## config.mk

```make
export PLATFORM = sky130hd
export DESIGN_NAME = dct_pixel_feeder
export DESIGN_NICKNAME = d
export VERILOG_FILES = /design/src/rtl/dct_pixel_feeder_pkg.sv /design/src/rtl/dct_pixel_feeder_pixel_fifo.sv /design/src/rtl/dct_pixel_feeder.sv
export SDC_FILE = /design/constraint.sdc
export NUM_CORES = 1
export LEC_CHECK = 0
export BUFFER_PORTS_ARGS = -buffer_cell sky130_fd_sc_hd__buf_2
export CAP_MARGIN = 25
export CORE_UTILIZATION = 50
export DETAILED_ROUTE_END_ITERATION = 7
export GPL_TIMING_DRIVEN = 0
export PLACE_DENSITY = 0.72
export SETUP_SLACK_MARGIN = 0.1
export SYNTH_ARGS = -nofsm -noshare
export SYNTH_HDL_FRONTEND = slang
export SYNTH_SLANG_ARGS = --single-unit
```

## constraint.sdc

```tcl
create_clock -name clk -period 4.3 [get_ports clk]
set_input_delay 0.215 -clock clk [delete_from_list [all_inputs] [get_ports clk]]
set_output_delay 0.215 -clock clk [all_outputs]
set_load 0.05 [all_outputs]
```

## src/rtl/dct_pixel_feeder_pkg.sv

```systemverilog
// Shared types, constants and helpers for the dct pixel feeder.
package dct_pixel_feeder_pkg;

  typedef enum logic [1:0] {
    ST_IDLE  = 2'd0,
    ST_RUN   = 2'd1,
    ST_DRAIN = 2'd2,
    ST_DONE  = 2'd3
  } state_t;

  // Pixels per 8x8 dct block.
  localparam int DCT_BLOCK_SIZE = 64;

  // Smallest width w such that 2**w >= value.
  function automatic int clog2(input int value);
    int width;
    width = 0;
    while ((32'd1 << width) < value) width = width + 1;
    return width;
  endfunction

endpackage

```

## src/rtl/dct_pixel_feeder_pixel_fifo.sv

```systemverilog
// First-word-fall-through pixel FIFO. Besides full/empty it exports the
// value the head will hold after the coming edge, so the consumer can keep
// a registered copy of the head that is never a cycle stale.
module pixel_fifo
  import dct_pixel_feeder_pkg::*;
#(
  parameter int W     = 8,
  parameter int DEPTH = 4
) (
  input  logic         clk,
  input  logic         rst_n,
  input  logic         push,
  input  logic         pop,
  input  logic [W-1:0] din,
  output logic         full,
  output logic         empty,
  output logic [W-1:0] head_nxt,
  output logic         head_nxt_vld
);

  localparam int AW = clog2(DEPTH);
  localparam int CW = AW + 1;

  logic [W-1:0]  mem [DEPTH];
  logic [AW-1:0] wr_ptr;
  logic [AW-1:0] rd_ptr;
  logic [AW-1:0] rd_nxt;
  logic [CW-1:0] count;
  logic [CW-1:0] count_nxt;
  logic          full_q;
  logic          empty_q;
  logic          do_push;
  logic          do_pop;

  assign do_push = push && !full_q;
  assign do_pop  = pop && !empty_q;
  assign rd_nxt  = do_pop ? rd_ptr + AW'(1) : rd_ptr;

  // Occupancy after the coming edge.
  always_comb begin
    count_nxt = count;
    case ({do_push, do_pop})
      2'b10:   count_nxt = count + CW'(1);
      2'b01:   count_nxt = count - CW'(1);
      default: count_nxt = count;
    endcase
  end

  // When the entry that becomes head is the one being written, bypass din.
  assign head_nxt_vld = (count_nxt != '0);
  assign head_nxt     = (do_push && (wr_ptr == rd_nxt)) ? din : mem[rd_nxt];

  // Pointers and registered full/empty flags.
  always_ff @(posedge clk or negedge rst_n) begin
    if (!rst_n) begin
      wr_ptr  <= '0;
      rd_ptr  <= '0;
      count   <= '0;
      full_q  <= 1'b0;
      empty_q <= 1'b1;
    end else begin
      if (do_push) wr_ptr <= wr_ptr + AW'(1);
      rd_ptr  <= rd_nxt;
      count   <= count_nxt;
      full_q  <= (count_nxt == CW'(DEPTH));
      empty_q <= (count_nxt == '0);
    end
  end

  // Pixel storage; contents are don't-care until written.
  always_ff @(posedge clk) begin
    if (do_push) mem[wr_ptr] <= din;
  end

  assign full  = full_q;
  assign empty = empty_q;

endmodule

```

## src/rtl/dct_pixel_feeder.sv

```systemverilog
// Feeds buffered upstream pixels to the dct din/reading interface, drives
// dct start, counts completed blocks from dct done and closes each frame
// once every block is done or the drain watchdog runs out.
module dct_pixel_feeder
  import dct_pixel_feeder_pkg::*;
#(
  parameter int BitWidth      = 31,
  parameter int PIX_W         = 8,
  parameter int BLOCK_SIZE    = DCT_BLOCK_SIZE,
  parameter int FRAME_PIXELS  = 65536,
  parameter int FIFO_DEPTH    = 4,
  parameter int DRAIN_TIMEOUT = 16384
) (
  input  logic                clk,
  input  logic                reset,
  input  logic                go,
  input  logic                s_valid,
  input  logic [PIX_W-1:0]    s_pixel,
  output logic                s_ready,
  output logic                dct_start,
  input  logic                dct_reading,
  output logic [BitWidth:0]   dct_din,
  input  logic                dct_done,
  output logic                busy,
  output logic                frame_done,
  output logic                underrun,
  output logic                timeout,
  output logic [15:0]         blocks_done
);

  localparam int SENT_W       = clog2(FRAME_PIXELS + 1);
  localparam int DRAIN_W      = clog2(DRAIN_TIMEOUT + 1);
  localparam int FRAME_BLOCKS = FRAME_PIXELS / BLOCK_SIZE;

  state_t             state;
  state_t             state_nxt;
  logic               start_q;
  logic               start_nxt;
  logic               frame_clear;
  logic               set_timeout;
  logic [SENT_W-1:0]  sent_cnt;
  logic [DRAIN_W-1:0] drain_cnt;
  logic [15:0]        blocks_q;
  logic               underrun_q;
  logic               timeout_q;
  logic               dct_done_p1;
  logic [PIX_W-1:0]   pix_q;
  logic               fifo_full;
  logic               fifo_empty;
  logic [PIX_W-1:0]   head_nxt;
  logic               head_nxt_vld;
  logic               do_pop;
  logic               done_rise;
  logic               all_blocks;
  logic               drain_expired;

  assign do_pop = (state == ST_RUN) && dct_reading && !fifo_empty &&
                  (sent_cnt < SENT_W'(FRAME_PIXELS));
  assign done_rise     = dct_done && !dct_done_p1;
  assign all_blocks    = (blocks_q == 16'(FRAME_BLOCKS));
  assign drain_expired = (drain_cnt == DRAIN_W'(DRAIN_TIMEOUT - 1));

  pixel_fifo #(
    .W     (PIX_W),
    .DEPTH (FIFO_DEPTH)
  ) u_fifo (
    .clk          (clk),
    .rst_n        (reset),
    .push         (s_valid),
    .pop          (do_pop),
    .din          (s_pixel),
    .full         (fifo_full),
    .empty        (fifo_empty),
    .head_nxt     (head_nxt),
    .head_nxt_vld (head_nxt_vld)
  );

  // State register.
  always_ff @(posedge clk or negedge reset) begin
    if (!reset) state <= ST_IDLE;
    else        state <= state_nxt;
  end

  // Next state, start strobe and frame-level control decode.
  always_comb begin
    state_nxt   = state;
    start_nxt   = 1'b0;
    frame_clear = 1'b0;
    set_timeout = 1'b0;
    case (state)
      ST_IDLE, ST_DONE: begin
        if (go) begin
          state_nxt   = ST_RUN;
          frame_clear = 1'b1;
        end
      end
      ST_RUN: begin
        if (do_pop && (sent_cnt == SENT_W'(FRAME_PIXELS - 1))) state_nxt = ST_DRAIN;
      end
      ST_DRAIN: begin
        // Block completion wins over a watchdog expiring in the same cycle.
        if (all_blocks) begin
          state_nxt = ST_DONE;
        end else if (drain_expired) begin
          state_nxt   = ST_DONE;
          set_timeout = 1'b1;
        end
      end
      default: state_nxt = ST_IDLE;
    endcase
    // In DRAIN start follows reading until reading first drops, then stays low.
    case (state_nxt)
      ST_RUN:   start_nxt = 1'b1;
      ST_DRAIN: start_nxt = start_q && dct_reading;
      default:  start_nxt = 1'b0;
    endcase
  end

  // Frame counters, sticky flags, done edge register and the dct_din register.
  always_ff @(posedge clk or negedge reset) begin
    if (!reset) begin
      start_q     <= 1'b0;
      sent_cnt    <= '0;
      drain_cnt   <= '0;
      blocks_q    <= '0;
      underrun_q  <= 1'b0;
      timeout_q   <= 1'b0;
      dct_done_p1 <= 1'b0;
      pix_q       <= '0;
    end else begin
      start_q     <= start_nxt;
      dct_done_p1 <= dct_done;
      if (head_nxt_vld) pix_q <= head_nxt;

      if (frame_clear)  sent_cnt <= '0;
      else if (do_pop)  sent_cnt <= sent_cnt + SENT_W'(1);

      if (state != ST_DRAIN) drain_cnt <= '0;
      else                   drain_cnt <= drain_cnt + DRAIN_W'(1);

      if (frame_clear) begin
        blocks_q <= '0;
      end else if ((state == ST_RUN || state == ST_DRAIN) && done_rise &&
                   (blocks_q != 16'hFFFF)) begin
        blocks_q <= blocks_q + 16'd1;
      end

      if (frame_clear) underrun_q <= 1'b0;
      else if ((state == ST_RUN) && dct_reading && fifo_empty) underrun_q <= 1'b1;

      if (frame_clear)      timeout_q <= 1'b0;
      else if (set_timeout) timeout_q <= 1'b1;
    end
  end

  assign s_ready     = !fifo_full;
  assign dct_start   = start_q;
  assign dct_din     = {{(BitWidth + 1 - PIX_W){1'b0}}, pix_q};
  assign busy        = (state == ST_RUN) || (state == ST_DRAIN);
  assign frame_done  = (state == ST_DONE);
  assign underrun    = underrun_q;
  assign timeout     = timeout_q;
  assign blocks_done = blocks_q;

endmodule

```

==> results of run 1 <==
-- report_power, final --
part / internal, mW / total, mW / switching [mW]
combinational: 0.542 / 1.51 / 0.973
clock: 0.223 / 0.580 / 0.358
sequential: 1.19 / 1.31 / 0.119
total: 1.96 / 3.41 / 1.45
-- through the flow --
stage          hold WS, ns  total power [mW]  area [µm²]  std cells
6_report            0.0714              3.41        6140        747
3_5_place_dp         0.360              2.83        5930        729
5_1_grt             0.0660              3.62        6140        747
2_1_floorplan      -0.0806              2.49        5550        550
4_1_cts             0.0557              3.42        6140        747
3_3_place_gp         0.354              2.78        5930        729
-- sequential cells by signal, indices dropped and copies added (netlist names) --
signal and count:
u_fifo.wr_ptr 2, u_fifo.count 3, dct_done_p1 1, drain_cnt 15, state 2, u_fifo.rd_ptr 2, u_fifo.mem 32, u_fifo.full 1
blocks_done 16, pix_q 8, timeout 1, u_fifo.empty 1, underrun 1, dct_start 1, sent_cnt 17
-- logic make-up after synthesis --
kind of cell | after synthesis | synth area share
other cells | 1 | 0.000687
fa+ha+maj | 16 | 0.0380
mux | 10 | 0.0183
simple gates | 203 | 0.195
xor+xnor | 39 | 0.0626
compound gates | 87 | 0.110
buf+inv | 68 | 0.0740
flops | 103 | 0.502
-- layout make-up --
cell class                      count  area [µm²]
Buffer                             46         319
Inverter                           22        85.1
Clock inverter                      7        62.6
Fill cell                         901        4320
Sequential cell                   103        2740
Clock buffer                        9         124
Multi-Input combinational cell    379        2400
Timing Repair Buffer               45         238
Tap cell                          136         170
-- routing by layer --
layer	routed length [µm]	vias to the layer above	track usage
met3	593	19	0.0399
li1	-	1986	-
met1	4710	1936	0.256
met5	0	-	0
met4	180	0	0.0871
met2	5380	139	0.341
-- how the worst max path moves through the flow --
stage / from / to / slack [ns] / cells after the start
after detailed placement: state[1] / pix_q[6] / 0.86 / 16
final: state[1] / pix_q[5] / 0.77 / 16
after floorplan: state[1] / pix_q[7] / 1.27 / 16
after CTS: state[1] / pix_q[6] / 0.79 / 16
after global routing: state[1] / pix_q[0] / 0.51 / 16
after global placement: state[1] / pix_q[5] / 0.94 / 16
-- Yosys cell counts, types with 2 or more instances --
cell type  number
a21oi_1        13
nand3_1        29
inv_2           2
edfxtp_1       32
nor3b_1         2
xnor2_1        17
a2111oi_0       8
and2_1          6
nand3b_1       10
o211ai_1        3
buf_6           5
o21ai_0        20
o31ai_1         3
a31oi_1         3
o31a_1          3
buf_2           6
nand4_1        13
o21a_1          5
nor2_1         64
nand2b_1        2
or3_1           2
inv_1          19
and3b_1         2
nor3_1         10
clkbuf_1        8
mux2i_1        10
nor4_4          2
nor2b_1         2
xor2_1         22
dfrtp_1        70
ha_1           15
nor4_1          7
a211oi_1       16
or2_2           2
and3_1          5
a2bb2oi_1       8
nand2_1        36
buf_4          27
-- worst max-delay path, cell delays in order (launching register included) --
cell and delay, ns:
dfrtp_1 0.41, inv_1 0.10, ha_1 0.26, nand4bb_1 0.15, buf_6 0.17, inv_4 0.09
buf_2 0.26, ha_1 0.23, inv_1 0.06, fa_1 0.38, xor2_1 0.18, o32ai_1 0.23
or2_1 0.15, buf_6 0.14, inv_2 0.08, a2111oi_0 0.42, a211oi_1 0.10
==> run summary, run 1 <==
wire length per cell -> 14.5 µm
synthesized area -> 5460 µm²
share of post-route cells with drive strength above 1 -> 0.182
GRT Resource Usage Total -> 0.203
max_cap viols -> 0
Clock Tree Buf Depth -> 2
DRT Pass-1 Iters -> 5
vias in the first global route -> 3931
port bufs -> 43
CTS tree -> done
Slew Limit Fails -> 0
Power Dens Cells -> 555 nW/µm²
hold crit path type -> in -> reg
Crit Reg-Reg Endpoint -> pix_q[5]
total routed wirelength -> 10.9 mm
Initial Utilization -> 0.522
Relative slew margins -> 0.395
Top Ports -> 68
Die Y -> 106 µm
Vias -> 4080
cts repair resizes -> 0
FF-to-FF setup slack -> 0.77 ns
sequential share of the synthesized area -> 0.502
Tcrit/Tclk final -> 0.820
DP HPWL -> 8.01 mm
status -> complete, no violations
Worst-path clk slew -> 0.10 ns
Yosys top cell by area -> dfrtp_1
Chip Width -> 106 µm
Die ar. -> 11300 µm²
worst-skew pair later-pin latency -> 0.38 ns
Startpoint Class -> flop
Crit Path Max Fanout -> 10
n_diodes -> 0
Post-synth EDFFs -> 32
setup_tns -> 0 ns
hold_sp -> s_pixel[4]
VDD IR max -> 0.303 mV
maximum clock rate -> 0.284 GHz
synthesis-stage register bit count -> 103
DR vias/cell -> 5.46
fin util -> 0.587
initial antenna violation count -> 0
Worst EP arrival -> 3.78 ns
Yosys warning count -> 0
Hold Violations, Final -> 0
nature of the critical path endpoint -> flop
area fraction of the dominant cell type after synthesis -> 0.321
Gate Count Post-Synth -> 527
WS Path Type -> reg -> reg
First DRT Iteration DRCs -> 234
Final min period -> 3.53 ns
most frequent cells in the layout -> dfrtp_1, nor2_1, buf_2, nand2_1, edfxtp_1
CTS buffer count -> 9
DRC Markers -> 0
largest net degree at the start of global routing -> 72
H-tree levels -> 3
Reg2Reg Depth -> 16
unrepaired setup endpoints after global routing -> false
first-pass GRT wire length -> 18.2 mm
WHS Path Cells -> 1
final-stage net count -> 636
Antenna Violating Nets Remaining -> 0
area grow syn2layout -> 12.5%
total gr overflow -> 0
hold buffers post-CTS -> 2
setup violators final -> 0
Setup WS post-layout -> 0.774 ns
worst slew pin tran -> 0.907 ns
Netlist cell types -> 56
# Post-CTS Setup Buffers -> 0
mean post-synth cell area -> 10.4 µm²
Sink Count -> 103
ys flop type -> dfrtp_1
worst reg2reg startpoint -> state[1]
RePlAce Congestion -> 0.855
post-place setup slack -> 0.855 ns
WHS Endpoint -> u_fifo.mem[0][4]
Synth area leaders -> dfrtp_1, edfxtp_1, nor2_1, buf_4, xor2_1
Clock Skews -> 0.0124 ns
Pleak -> 2.67 nW
most common cell after layout, fill and taps aside -> dfrtp_1
area of the core -> 10500 µm²
Clock Tree Root -> clkbuf_8
Synth async-reset ratio -> 0.689
Core Rows -> 37
Req. time, crit path -> 4.56 ns
(Power assumes the default switching activity.)
==> inputs of run 2 (changes only) <==
==> constraint.sdc (replaced) <==
create_clock -name clk -period 3.65 [get_ports clk]
set_input_delay 0.1825 -clock clk [delete_from_list [all_inputs] [get_ports clk]]
set_output_delay 0.1825 -clock clk [all_outputs]
set_load 0.05 [all_outputs]
==> run 2 against run 1 <==
Effect of this change: worst setup slack got worse by 0.40 ns; power increased by 18%; die area unchanged; count of clock-buffer cells in the layout unchanged; final cell count decreased by 0.13%; critical path depth decreased by 1; critical path type unchanged.
==> run summary, run 2 (same netlist as run 1, synthesis figures left out) <==
status -> complete, no violations
Antenna Violating Nets Remaining -> 0
area of the core -> 10500 µm²
Crit Path Max Fanout -> 17
Vias -> 4071
CP bufs+invs -> 6
Pleak -> 2.67 nW
wire length per cell -> 14.5 µm
Chip Width -> 106 µm
DRT Pass-1 Iters -> 5
Die Y -> 106 µm
slowest CP cell -> dfrtp_1
Sink Count -> 103
nature of the critical path endpoint -> flop
Top Ports -> 68
First DRT Iteration DRCs -> 271
Clock Skews -> 0.0124 ns
Clock Tree Root -> clkbuf_8
worst-skew pair later-pin latency -> 0.38 ns
grt met1 use -> 0.256
CTS tree -> done
share of post-route cells with drive strength above 1 -> 0.180
RePlAce Congestion -> 0.855
max reg flops -> 32
Relative slew margins -> 0.395
# Post-CTS Setup Buffers -> 0
Startpoint Class -> flop
H-tree levels -> 3
final-stage net count -> 635
VDD IR max -> 0.358 mV
Worst EP arrival -> 3.54 ns
Overall Power -> 4.02 mW
Tcrit/Tclk final -> 0.899
DRC Markers -> 0
area grow syn2layout -> 12.5%
GRT Resource Usage Total -> 0.203
worst slew pin tran -> 0.908 ns
CTS buffer count -> 9
n_diodes -> 0
Hold Violations, Final -> 0
largest net degree at the start of global routing -> 72
Final min period -> 3.28 ns
cell chain of the critical path -> inv_1 > ha_1 > nand4bb_1 > buf_6 > inv_4 > ha_1 > inv_1 > fa_1 > xor2_1 > o32ai_1 > or2_1 > buf_6 > inv_2 > a2111oi_0 > a211oi_1
Power Dens Cells -> 655 nW/µm²
Req. time, crit path -> 3.91 ns
Largest Register -> u_fifo.mem
DR vias/cell -> 5.46
Fillers -> 905
port bufs -> 43
DP HPWL -> 8.01 mm
maximum clock rate -> 0.305 GHz
fin util -> 0.587
setup violators final -> 0
max_cap viols -> 0
Clock Tree Buf Depth -> 2
hold crit path type -> in -> reg
Worst-path clk slew -> 0.10 ns
most used routing layer -> met2
most common cell after layout, fill and taps aside -> dfrtp_1
met2 Usage GRT -> 0.341
initial antenna violation count -> 0
CP peak stage delay -> 0.41 ns
M3 GR Usage -> 0.0399
Core Rows -> 37
most frequent cells in the layout -> dfrtp_1, nor2_1, buf_2, nand2_1, edfxtp_1
Slew Limit Fails -> 0
total gr overflow -> 0
Initial Utilization -> 0.522
Top delay family on crit path -> adder cells
WS Path Type -> reg -> reg
total routed wirelength -> 10.8 mm
Die ar. -> 11300 µm²
vias in the first global route -> 3931
first-pass GRT wire length -> 18.2 mm
setup_tns -> 0 ns
unrepaired setup endpoints after global routing -> false
-- run 2: cell types whose count changed in the layout (fill, tap and decap cells not counted) --
cell	change
a2111oi_0	-5
a2111oi_1	+5
buf_2	-1
-- run 2: through the flow --
step | hold WS [ns] | std cells | instance area, µm² | setup WS, ns
2_1_floorplan | -0.113 | 550 | 5550 | 0.617
3_3_place_gp | 0.321 | 729 | 5930 | 0.285
3_5_place_dp | 0.327 | 729 | 5930 | 0.205
4_1_cts | 0.0232 | 747 | 6140 | 0.139
5_1_grt | 0.0335 | 746 | 6140 | 0.0996
6_report | 0.0369 | 746 | 6140 | 0.370
-- run 2: worst paths after layout --
check	startpoint	end	slack, ns	cells past startpoint
min in group asynchronous	reset	blocks_done[12]	0.43	2
worst min-delay path	s_pixel[3]	u_fifo.mem[1][3]	0.04	1
worst min register to register	timeout	timeout	0.50	1
worst max-delay path	state[1]	pix_q[4]	0.37	15
max in group asynchronous	reset	u_fifo.wr_ptr[1]	2.59	2
worst max register to register	state[1]	pix_q[4]	0.37	15
-- run 2: where the power goes --
part / switching, mW / total (mW) / leakage [nW] / internal, mW
clock: 0.423 / 0.685 / 0.0927 / 0.262
combinational: 1.15 / 1.79 / 1.34 / 0.639
sequential: 0.141 / 1.55 / 1.23 / 1.41
total: 1.71 / 4.02 / 2.67 / 2.31
-- run 2: cell type report --
cell class	count	area, µm²	share of cell area
repair buffers	45	238	0.0387
inverters	22	85.1	0.0139
clock inverters	7	62.6	0.0102
clock buffers	9	124	0.0202
multi-input cells	379	2410	0.392
well taps	136	170	0.0277
flip-flops and latches	103	2740	0.446
plain buffers	45	314	0.0511
-- run 2: per-layer routing --
metal,vias to the layer above,part of all wire
met5,-,0
met4,0,0.016
met3,20,0.050
met2,135,0.49
met1,1932,0.44
li1,1984,-
-- run 2: what timing repair did --
action / in CTS / in global routing
endpoints found under the hold margin: 71 / 0
gates resized for setup: 0 / 5
setup endpoints to repair: 0 / 8
hold buffers: 2 / 0
==> inputs of run 3 (changes only) <==
--- a/config.mk
+++ b/config.mk
@@ -14,4 +14,5 @@
 export SETUP_SLACK_MARGIN = 0.1
 export SYNTH_ARGS = -nofsm -noshare
 export SYNTH_HDL_FRONTEND = slang
+export SYNTH_HIERARCHICAL = 1
 export SYNTH_SLANG_ARGS = --single-unit
==> run 3 against run 2 <==
Effect of this change: register-to-register slack improved by 0.04 ns; clock power increased by 4.8%; largest power group unchanged; first-iteration DRC count decreased by 11%.
==> run summary, run 3 <==
status -> complete, no violations
ys flop type -> dfrtp_1
WHS Endpoint -> u_fifo/mem[0][7]
Die ar. -> 11600 µm²
Worst EP arrival -> 3.48 ns
area of the multi-input gates -> 2620 µm²
Clock Tree Root -> clkbuf_8
DRC Markers -> 0
RePlAce Congestion -> 0.873
GRT Resource Usage Total -> 0.219
power share of the clock group -> 0.167
most frequent cell after synthesis -> dfrtp_1
worst reg2reg startpoint -> state[0]
most used routing layer -> met2
Comb pwr share -> 0.473
hold crit path type -> in -> reg
Storage cell area -> 2740 µm²
maximum clock rate -> 0.309 GHz
Fillers -> 933
Vias -> 4344
DR vias/cell -> 5.77
setup violators final -> 0
mux share of post-synthesis cell area -> 0.0717
DP HPWL -> 8.35 mm
first-pass GRT wire length -> 19.9 mm
Post-synth EDFFs -> 32
Compound-Gate Fraction of Synth Area -> 0.123
Synth async-reset ratio -> 0.689
Sink Count -> 103
Antenna Violating Nets Remaining -> 0
Crit Path Max Fanout -> 10
total routed wirelength -> 12.1 mm
Hold Violations, Final -> 0
worst slew pin tran -> 0.915 ns
Adder-Cell Fraction of Synth Area -> 0.0371
Psw -> 1.78 mW
Pleak -> 2.68 nW
VDD IR max -> 0.507 mV
mean post-synth cell area -> 10.6 µm²
area of the core -> 10900 µm²
most frequent cells in the layout -> dfrtp_1, buf_2, nand2_1, nor2_1, a21oi_1
WHS Path Cells -> 1
area fraction of the dominant cell type after synthesis -> 0.313
port bufs -> 43
register share of total power -> 0.360
area grow syn2layout -> 12.7%
Die Y -> 108 µm
vias in the first global route -> 4117
most common cell after layout, fill and taps aside -> dfrtp_1
Crit Reg-Reg Endpoint -> pix_q[0]
n_diodes -> 0
Tcrit/Tclk final -> 0.888
CTS buffer count -> 9
total gr overflow -> 0
nature of the critical path endpoint -> flop
FF-to-FF setup slack -> 0.41 ns
grt met1 use -> 0.291
share of post-route cells with drive strength above 1 -> 0.212
M3 GR Usage -> 0.0339
Initial Utilization -> 0.515
final-stage net count -> 638
Relative slew margins -> 0.390
simple-gate portion of the synthesized area -> 0.177
Clock Tree Buf Depth -> 2
CTS tree -> done
Top Ports -> 68
Internal Power -> 2.53 mW
max reg flops -> 32
Gate Count Post-Synth -> 529
post-synthesis xor/xnor area fraction -> 0.0420
Synth area leaders -> dfrtp_1, edfxtp_1, mux2_2, ha_1, a22oi_1
sw frac -> 0.413
Power Dens Cells -> 681 nW/µm²
Overall Power -> 4.30 mW
wire length per cell -> 16.0 µm
Reg2Reg Depth -> 15
Netlist cell types -> 58
sequential share of the synthesized area -> 0.489
unrepaired setup endpoints after global routing -> false
Yosys warning count -> 6
synthesis-stage register bit count -> 103
worst-skew pair later-pin latency -> 0.36 ns
Req. time, crit path -> 3.89 ns
Largest Register -> u_fifo/mem
Core Rows -> 38
synthesized area -> 5610 µm²
First DRT Iteration DRCs -> 241
initial antenna violation count -> 0
Yosys top cell by area -> dfrtp_1
H-tree levels -> 3
Clock Skews -> 0.00928 ns
Startpoint Class -> flop
Hold Slack -> 0.0854 ns
largest net degree at the start of global routing -> 72
Worst-path clk slew -> 0.10 ns
Final min period -> 3.24 ns
cell chain of the critical path -> ha_1 > nand4bb_1 > buf_4 > clkinvlp_4 > nand2b_1 > inv_2 > ha_1 > fa_1 > xnor2_1 > nor2_1 > xnor2_1 > inv_1 > nor2_2 > inv_2 > mux2_2
fin util -> 0.580
Chip Width -> 108 µm
CP peak stage delay -> 0.46 ns
Slew Limit Fails -> 0
WS Path Type -> reg -> reg
slowest CP cell -> dfrtp_1
hold_sp -> s_pixel[7]
Synth top cells by count -> dfrtp_1, nand2_1, nor2_1
met2 Usage GRT -> 0.361
max_cap viols -> 0
DRT Pass-1 Iters -> 5
largest family of logic cells by synthesized area -> simple AND/OR/NAND/NOR gates
==> run 3: changes by cell type after synthesis, sizes merged, moves of 8 or more <==
| cell | delta |
|---|---|
| nand3 | -13 |
| nand3b | -9 |
| a22oi | +24 |
| a21oi | +22 |
| mux2 | +25 |
| nor2 | -26 |
| xor2 | -13 |
| a2bb2oi | -8 |
| a211oi | -16 |
| or3 | +10 |
| a22o | +8 |
| or4 | +10 |
| o22a | +8 |
| a2111oi | -8 |
==> run 3: final cells by class <==
class | instances | share of cell area
clock buffers | 10 | 0.0202
plain buffers | 40 | 0.0428
repair buffers | 46 | 0.0388
multi-input cells | 390 | 0.414
well taps | 140 | 0.0277
flip-flops and latches | 103 | 0.434
inverters | 18 | 0.0113
clock inverters | 6 | 0.0111
==> run 3: cell families after synthesis <==
family | after synthesis
buf+inv | 59
other cells | 1
fa+ha+maj | 16
simple gates | 182
compound gates | 105
flops | 103
xor+xnor | 26
mux | 37
==> run 3: what timing repair did <==
item	in CTS	in global routing
resized for setup	2	5
hold buffers	2	0
setup endpoints to repair	8	8
endpoints found under the hold margin	68	0
setup buffers	0	1
==> run 3: worst max path at each step <==
stage	startpoint	endpoint	slack, ns	depth (start not counted)
2_1_floorplan	state[0]	pix_q[0]	0.40	16
3_3_place_gp	state[0]	pix_q[5]	-0.15	16
3_5_place_dp	state[0]	pix_q[0]	-0.23	16
4_1_cts	state[0]	pix_q[0]	0.15	15
5_1_grt	state[0]	pix_q[5]	0.1	15
6_report	state[0]	pix_q[0]	0.41	15
==> run 3: through the flow <==
step	TNS, ns	instance area (µm²)	cells	setup slack (ns)
finish	0	6320	753	0.409
global route	0	6320	753	0.0961
detailed placement	-1.74	6080	735	-0.226
global placement	-1.19	6080	735	-0.152
CTS	0	6300	752	0.147
floorplan	0	5690	552	0.396
==> run 3: worst max-delay path: cells and delay by family, from the launching register on <==
| kind | cells | cell delay [ns] |
|---|---|---|
| adder cells (fa/ha/maj) | 3 | 0.92 |
| buffers and inverters | 5 | 0.61 |
| AND/OR/NAND/NOR | 4 | 0.49 |
| flip-flops | 1 | 0.46 |
| XOR/XNOR | 2 | 0.34 |
| multiplexers | 1 | 0.29 |
==> run 3: power groups by stage <==
| stage | registers [mW] | logic (mW) | clock network, mW |
|---|---|---|---|
| after floorplan | 1.75 | 1.35 | 0 |
| after global placement | 1.56 | 1.95 | 0 |
| after detailed placement | 1.57 | 2.01 | 0 |
| after CTS | 1.55 | 2.02 | 0.735 |
| after global routing | 1.57 | 2.20 | 0.782 |
| final | 1.55 | 2.03 | 0.718 |
==> run 3: per-layer routing <==
| metal | wire, µm | part of all wire |
|---|---|---|
| met3 | 540 | 0.045 |
| met5 | 0 | 0 |
| met4 | 227 | 0.019 |
| met2 | 5940 | 0.49 |
| met1 | 5370 | 0.44 |
